<file path="src/rtl/multi_debounce.sv">
// multi_debounce: N-channel debouncer with independent press/release qualification.
//   Each channel has its own synchroniser, a 4-state FSM and a stability counter.
// Ports:
//   clk         system clock
//   rst_n       asynchronous, active-low reset
//   noisy_in    raw asynchronous inputs, one bit per channel
//   clean_out   debounced level per channel (registered)
//   rise_pulse  one-cycle pulse in the first cycle clean_out shows 1
//   fall_pulse  one-cycle pulse in the first cycle clean_out shows 0
//   any_change  OR of all rise/fall pulses, same cycle (registered)
module multi_debounce #(
    parameter int unsigned CHANNELS    = 4,
    parameter int unsigned CNT_W       = 20,
    parameter int unsigned RISE_CYCLES = 500000,
    parameter int unsigned FALL_CYCLES = 500000,
    parameter int unsigned SYNC_STAGES = 2
) (
    input  logic                clk,
    input  logic                rst_n,
    input  logic [CHANNELS-1:0] noisy_in,
    output logic [CHANNELS-1:0] clean_out,
    output logic [CHANNELS-1:0] rise_pulse,
    output logic [CHANNELS-1:0] fall_pulse,
    output logic                any_change
);

    localparam longint unsigned CNT_SPAN = 64'd1 << CNT_W;

    // Thresholds must be representable and non-zero.
    if (RISE_CYCLES == 0 || 64'(RISE_CYCLES) >= CNT_SPAN) begin : g_bad_rise
        $error("multi_debounce: RISE_CYCLES must be in [1, 2**CNT_W)");
    end
    if (FALL_CYCLES == 0 || 64'(FALL_CYCLES) >= CNT_SPAN) begin : g_bad_fall
        $error("multi_debounce: FALL_CYCLES must be in [1, 2**CNT_W)");
    end

    localparam logic [CNT_W-1:0] RISE_LAST = CNT_W'(RISE_CYCLES - 1);
    localparam logic [CNT_W-1:0] FALL_LAST = CNT_W'(FALL_CYCLES - 1);

    typedef enum logic [1:0] {
        LO_STABLE = 2'd0,
        HI_WAIT   = 2'd1,
        HI_STABLE = 2'd2,
        LO_WAIT   = 2'd3
    } state_t;

    logic [CHANNELS-1:0] sync_q [SYNC_STAGES];
    logic [CHANNELS-1:0] sync_s;
    logic [CHANNELS-1:0] clean_nxt;

    // Synchroniser chain, all channels side by side.
    always_ff @(posedge clk or negedge rst_n) begin
        if (!rst_n) begin
            for (int k = 0; k < int'(SYNC_STAGES); k++) begin
                sync_q[k] <= '0;
            end
        end else begin
            sync_q[0] <= noisy_in;
            for (int k = 1; k < int'(SYNC_STAGES); k++) begin
                sync_q[k] <= sync_q[k-1];
            end
        end
    end

    assign sync_s = sync_q[SYNC_STAGES-1];

    for (genvar i = 0; i < int'(CHANNELS); i++) begin : g_ch
        state_t           state;
        state_t           state_nxt;
        logic [CNT_W-1:0] cnt;
        logic [CNT_W-1:0] cnt_nxt;

        // State and stability counter register.
        always_ff @(posedge clk or negedge rst_n) begin
            if (!rst_n) begin
                state <= LO_STABLE;
                cnt   <= '0;
            end else begin
                state <= state_nxt;
                cnt   <= cnt_nxt;
            end
        end

        // Qualification: any opposite sample while waiting aborts to the old stable state.
        always_comb begin
            state_nxt = state;
            cnt_nxt   = cnt;
            case (state)
                LO_STABLE: begin
                    cnt_nxt = '0;
                    if (sync_s[i]) state_nxt = HI_WAIT;
                end
                HI_WAIT: begin
                    if (!sync_s[i]) begin
                        state_nxt = LO_STABLE;
                        cnt_nxt   = '0;
                    end else if (cnt == RISE_LAST) begin
                        state_nxt = HI_STABLE;
                        cnt_nxt   = '0;
                    end else begin
                        cnt_nxt = cnt + CNT_W'(1);
                    end
                end
                HI_STABLE: begin
                    cnt_nxt = '0;
                    if (!sync_s[i]) state_nxt = LO_WAIT;
                end
                LO_WAIT: begin
                    if (sync_s[i]) begin
                        state_nxt = HI_STABLE;
                        cnt_nxt   = '0;
                    end else if (cnt == FALL_LAST) begin
                        state_nxt = LO_STABLE;
                        cnt_nxt   = '0;
                    end else begin
                        cnt_nxt = cnt + CNT_W'(1);
                    end
                end
                default: begin
                    state_nxt = LO_STABLE;
                    cnt_nxt   = '0;
                end
            endcase
        end

        // Clean level follows the state it is registered with.
        assign clean_nxt[i] = (state_nxt == HI_STABLE) || (state_nxt == LO_WAIT);
    end

    // Level and edge pulses registered together so pulses align with the new level.
    always_ff @(posedge clk or negedge rst_n) begin
        if (!rst_n) begin
            clean_out  <= '0;
            rise_pulse <= '0;
            fall_pulse <= '0;
            any_change <= 1'b0;
        end else begin
            clean_out  <= clean_nxt;
            rise_pulse <= clean_nxt & ~clean_out;
            fall_pulse <= ~clean_nxt & clean_out;
            any_change <= |(clean_nxt ^ clean_out);
        end
    end

endmodule

</file>
<file path="config.mk">
export PLATFORM = sky130hd
export DESIGN_NAME = multi_debounce
export DESIGN_NICKNAME = d
export VERILOG_FILES = /design/src/rtl/multi_debounce.sv
export SDC_FILE = /design/constraint.sdc
export NUM_CORES = 1
export LEC_CHECK = 0
export ABC_AREA = 1
export BUFFER_PORTS_ARGS = -buffer_cell sky130_fd_sc_hd__buf_2
export CORE_MARGIN = 2
export CORE_UTILIZATION = 55
export CTS_BUF_LIST = sky130_fd_sc_hd__clkbuf_16
export CTS_CLUSTER_DIAMETER = 80
export DETAILED_ROUTE_END_ITERATION = 12
export PLACE_DENSITY = 0.71
export SETUP_SLACK_MARGIN = 0.05
export SYNTH_ARGS = -nofsm -noshare
export SYNTH_HDL_FRONTEND = slang
export SYNTH_SLANG_ARGS = --single-unit
</file>
<file path="constraint.sdc">
create_clock -name clk -period 2.65 [get_ports clk]
set_input_delay 0.265 -clock clk [delete_from_list [all_inputs] [get_ports clk]]
set_output_delay 0.265 -clock clk [all_outputs]
set_load 0.01 [all_outputs]
</file>
==> run_results.csv <==
group,metric,value,unit
outcome,status,"finished clean",
timing,setup-tns-final,0,ns
worst_setup_path,path_buf_inv,0,
layout,n_fill_cell,908,
layout,n_antenna_cell,0,
clock_tree,ctsResizeCount,0,
synth,syn_inst,752,
timing,finClkSkew,0.00637,ns
synth,async_flop_share,100,%
grt,grt_pass1_vias,4231,
power,leakagePower,2.75,nW
synth,syn_avg_cell_area,7.65,µm²
clock_tree,root_buffer,"clkbuf_16",
clock_tree,clkTransAtPathRegs,0.07,ns
detailed_routing,drc_errors,0,
layout,area_growth,9.09,%
placed_design,io_buffers,18,
worst_setup_path,cp_cell_sequence,"ha_1 > nand2_1 > nor2_2 > nand2_1 > nor2_1 > nand3_1 > nand2_1 > nand2_1 > ha_1 > nand4_1",
grt,grt_overflow,0,
worst_setup_path,end_kind,"flip-flop",
floorplan,dieArea,11300,µm²
detailed_routing,dr.pass1.iters,5,
worst_setup_path,reg2reg_to,"any_change$_DFF_PN0_",
timing,finalMaxSlewViolations,0,
synth,ys_ff_latch,107,
clock_tree,cts_buffer_depth,2,
floorplan,row_count,37,
synth,synth_nets,770,
synth,ys_warn_count,0,
detailed_routing,drt_iter0_markers,249,
timing,tightest_slew,0.563,ns
clock_tree,htreeDepth,3,
timing,relSlewSlack,62.4,%
detailed_routing,detail-route-antenna-nets,0,
grt,grt_pass1_wl,19.2,mm
worst_setup_path,critPathCapture,"any_change$_DFF_PN0_",
detailed_routing,via_per_inst,4.92,
layout,mostFrequentLayoutCell,"nand2_1",
synth,synth_edf_count,0,
detailed_routing,wl_per_cell,12.0,µm
worst_setup_path,reg2regPathDepth,10,
floorplan,die_w,106,µm
floorplan,die_h,106,µm
worst_setup_path,crit_slowest_cell,"dfrtp_1",
timing,min_period_over_period,70.1,%
grt,antenna_found_initial,0,
clock_tree,cts_tree,"done",
layout,nNetsFinal,796,
worst_setup_path,reg2reg_setup_slack,0.79,ns
worst_setup_path,crit_type,"reg -> reg",
floorplan,io_pins,19,
worst_setup_path,slowest_delay,0.40,ns
worst_setup_path,crit_arrival,2.09,ns
floorplan,start_util,56.2,%
detailed_routing,vias,4526,
synth,synth_area,5750,µm²
worst_setup_path,worstPathMaxFanout,5,
synth,yosys.cell_types.count,32,
clock_tree,post_cts_buffers,0,
layout,fin_util,61.4,%
worst_hold_path,min_path_type,"in -> reg",
worst_setup_path,cp_common_cell,"nand2_1",
worst_setup_path,r2r-start,"g_ch[1].cnt[0]$_DFF_PN0_",
clock_tree,insertion_delay,0.35,ns
synth,seq_area_frac_synth,46.5,%
clock_tree,holdBufCountCts,1,
power,power.density,481,nW/µm²
worst_setup_path,required,2.88,ns
worst_setup_path,crit_start,"g_ch[1].cnt[0]$_DFF_PN0_",
worst_setup_path,timing.critical_path.depth,10,
timing,period_minus_slack,1.86,ns
layout,final_cell_mix,"193 x nand2_1, 175 x nor2_1, 107 x dfrtp_1",
power,vdd_drop_max,0.432,mV
synth,synthFlopType,"dfrtp_1",
grt,grt_max_degree,108,
grt,grtUsageTotal,21.3,%
flow_run,drv_cap,0,
timing,max_freq,0.538,GHz
timing,finalWorstSetupSlack,0.793,ns
clock_tree,cts.sinks,107,
layout,drive_above_1_share,11.9,%
worst_setup_path,cp_top_family,"simple AND/OR/NAND/NOR gates",
placed_design,dp_hpwl,8.02,mm
detailed_routing,totalWireLength,11.0,mm
placed_design,gp_congestion,0.902,
timing,hold_viol,0,
floorplan,core_area,10200,µm²
clock_tree,cts_buffers,9,
timing,setup_violations,0,
placed_design,place_ws,0.771,ns
timing,rsz0062_at_grt,"no",
worst_setup_path,worstSetupStartpointType,"flip-flop",
==> kinds of logic after synthesis <==
| kind of cell | synth area share (%) |
|---|---|
| xor gates and xnor gates | 5.17 |
| AOI/OAI and AO/OA | 2.00 |
| adders and majority gates | 2.61 |
| buffers and inverters | 7.04 |
| DFF | 46.5 |
| and+or+nand+nor | 36.6 |
==> metrics by stage <==
stage | total power, mW | hold slack [ns] | cell area [µm²] | instances
final | 3.02 | 0.0199 | 6280 | 919
after floorplan | 1.74 | -0.0306 | 5750 | 752
after global placement | 1.78 | 0.333 | 5970 | 900
after detailed placement | 1.79 | 0.336 | 5970 | 900
after global routing | 3.14 | 0.00255 | 6280 | 919
after CTS | 3.06 | 0.00302 | 6260 | 917
==> area by class of cell <==
class / instances / area, µm² / area share (%)
sequential: 107 / 2680 / 42.7
multi-input combinational: 549 / 2670 / 42.6
inverter: 89 / 339 / 5.40
clock buffer: 9 / 225 / 3.59
tap: 136 / 170 / 2.71
timing repair buffer: 22 / 143 / 2.27
clock inverter: 7 / 51.3 / 0.817
==> how the worst min path moves through the flow <==
| stage | start | endpoint | slack, ns | cells past startpoint |
|---|---|---|---|---|
| 2_1_floorplan | rst_n | any_change$_DFF_PN0_ | -0.03 | 0 |
| 3_3_place_gp | sync_q[6]$_DFF_PN0_ | sync_s[2]$_DFF_PN0_ | 0.33 | 0 |
| 3_5_place_dp | sync_q[6]$_DFF_PN0_ | sync_s[2]$_DFF_PN0_ | 0.34 | 0 |
| 4_1_cts | noisy_in[0] | sync_q[4]$_DFF_PN0_ | 0.003 | 1 |
| 5_1_grt | noisy_in[1] | sync_q[5]$_DFF_PN0_ | 0.003 | 1 |
| 6_report | noisy_in[1] | sync_q[5]$_DFF_PN0_ | 0.02 | 1 |
==> state kept, by name, indices dropped and copies added, names as in the netlist <==
| signal | flops |
|---|---|
| rise_pulse | 4 |
| sync_q | 4 |
| fall_pulse | 4 |
| g_ch.cnt | 80 |
| clean_out | 2 |
| any_change | 1 |
| g_ch.state | 8 |
| sync_s | 4 |
==> power breakdown <==
group,total [mW],switching (mW),leakage (nW),internal (mW)
sequential,1.66,0.0124,1.46,1.65
clock,1.26,0.620,0.134,0.645
combinational,0.0933,0.0690,1.15,0.0243
==> cell usage after synthesis, types with 7 or more instances <==
cell     instances  area share [%]
xor2_1          24             3.7
nand2_2          8            0.87
o21ai_0          7            0.61
nor2_1         175              11
dfrtp_1        107              47
nor2_2          35             3.8
xnor2_1         10             1.5
nand2_1        193              13
nor2_4           9             1.8
nand4_1         17             1.8
ha_1            12             2.6
inv_1           84             5.5
nand3_1         33             2.9
==> metal layers <==
layer  part of all wire, %  GRT usage [%]  up-vias  wire [µm]
met2                    48           35.4       88       5290
met1                    46           27.5     2079       5040
li1                      -              -     2348          -
met5                     0              0        -          0
met4                   1.9           6.48        0        206
met3                   4.1           5.46       11        456
No activity file was read; power rests on OpenSTA's default activity.
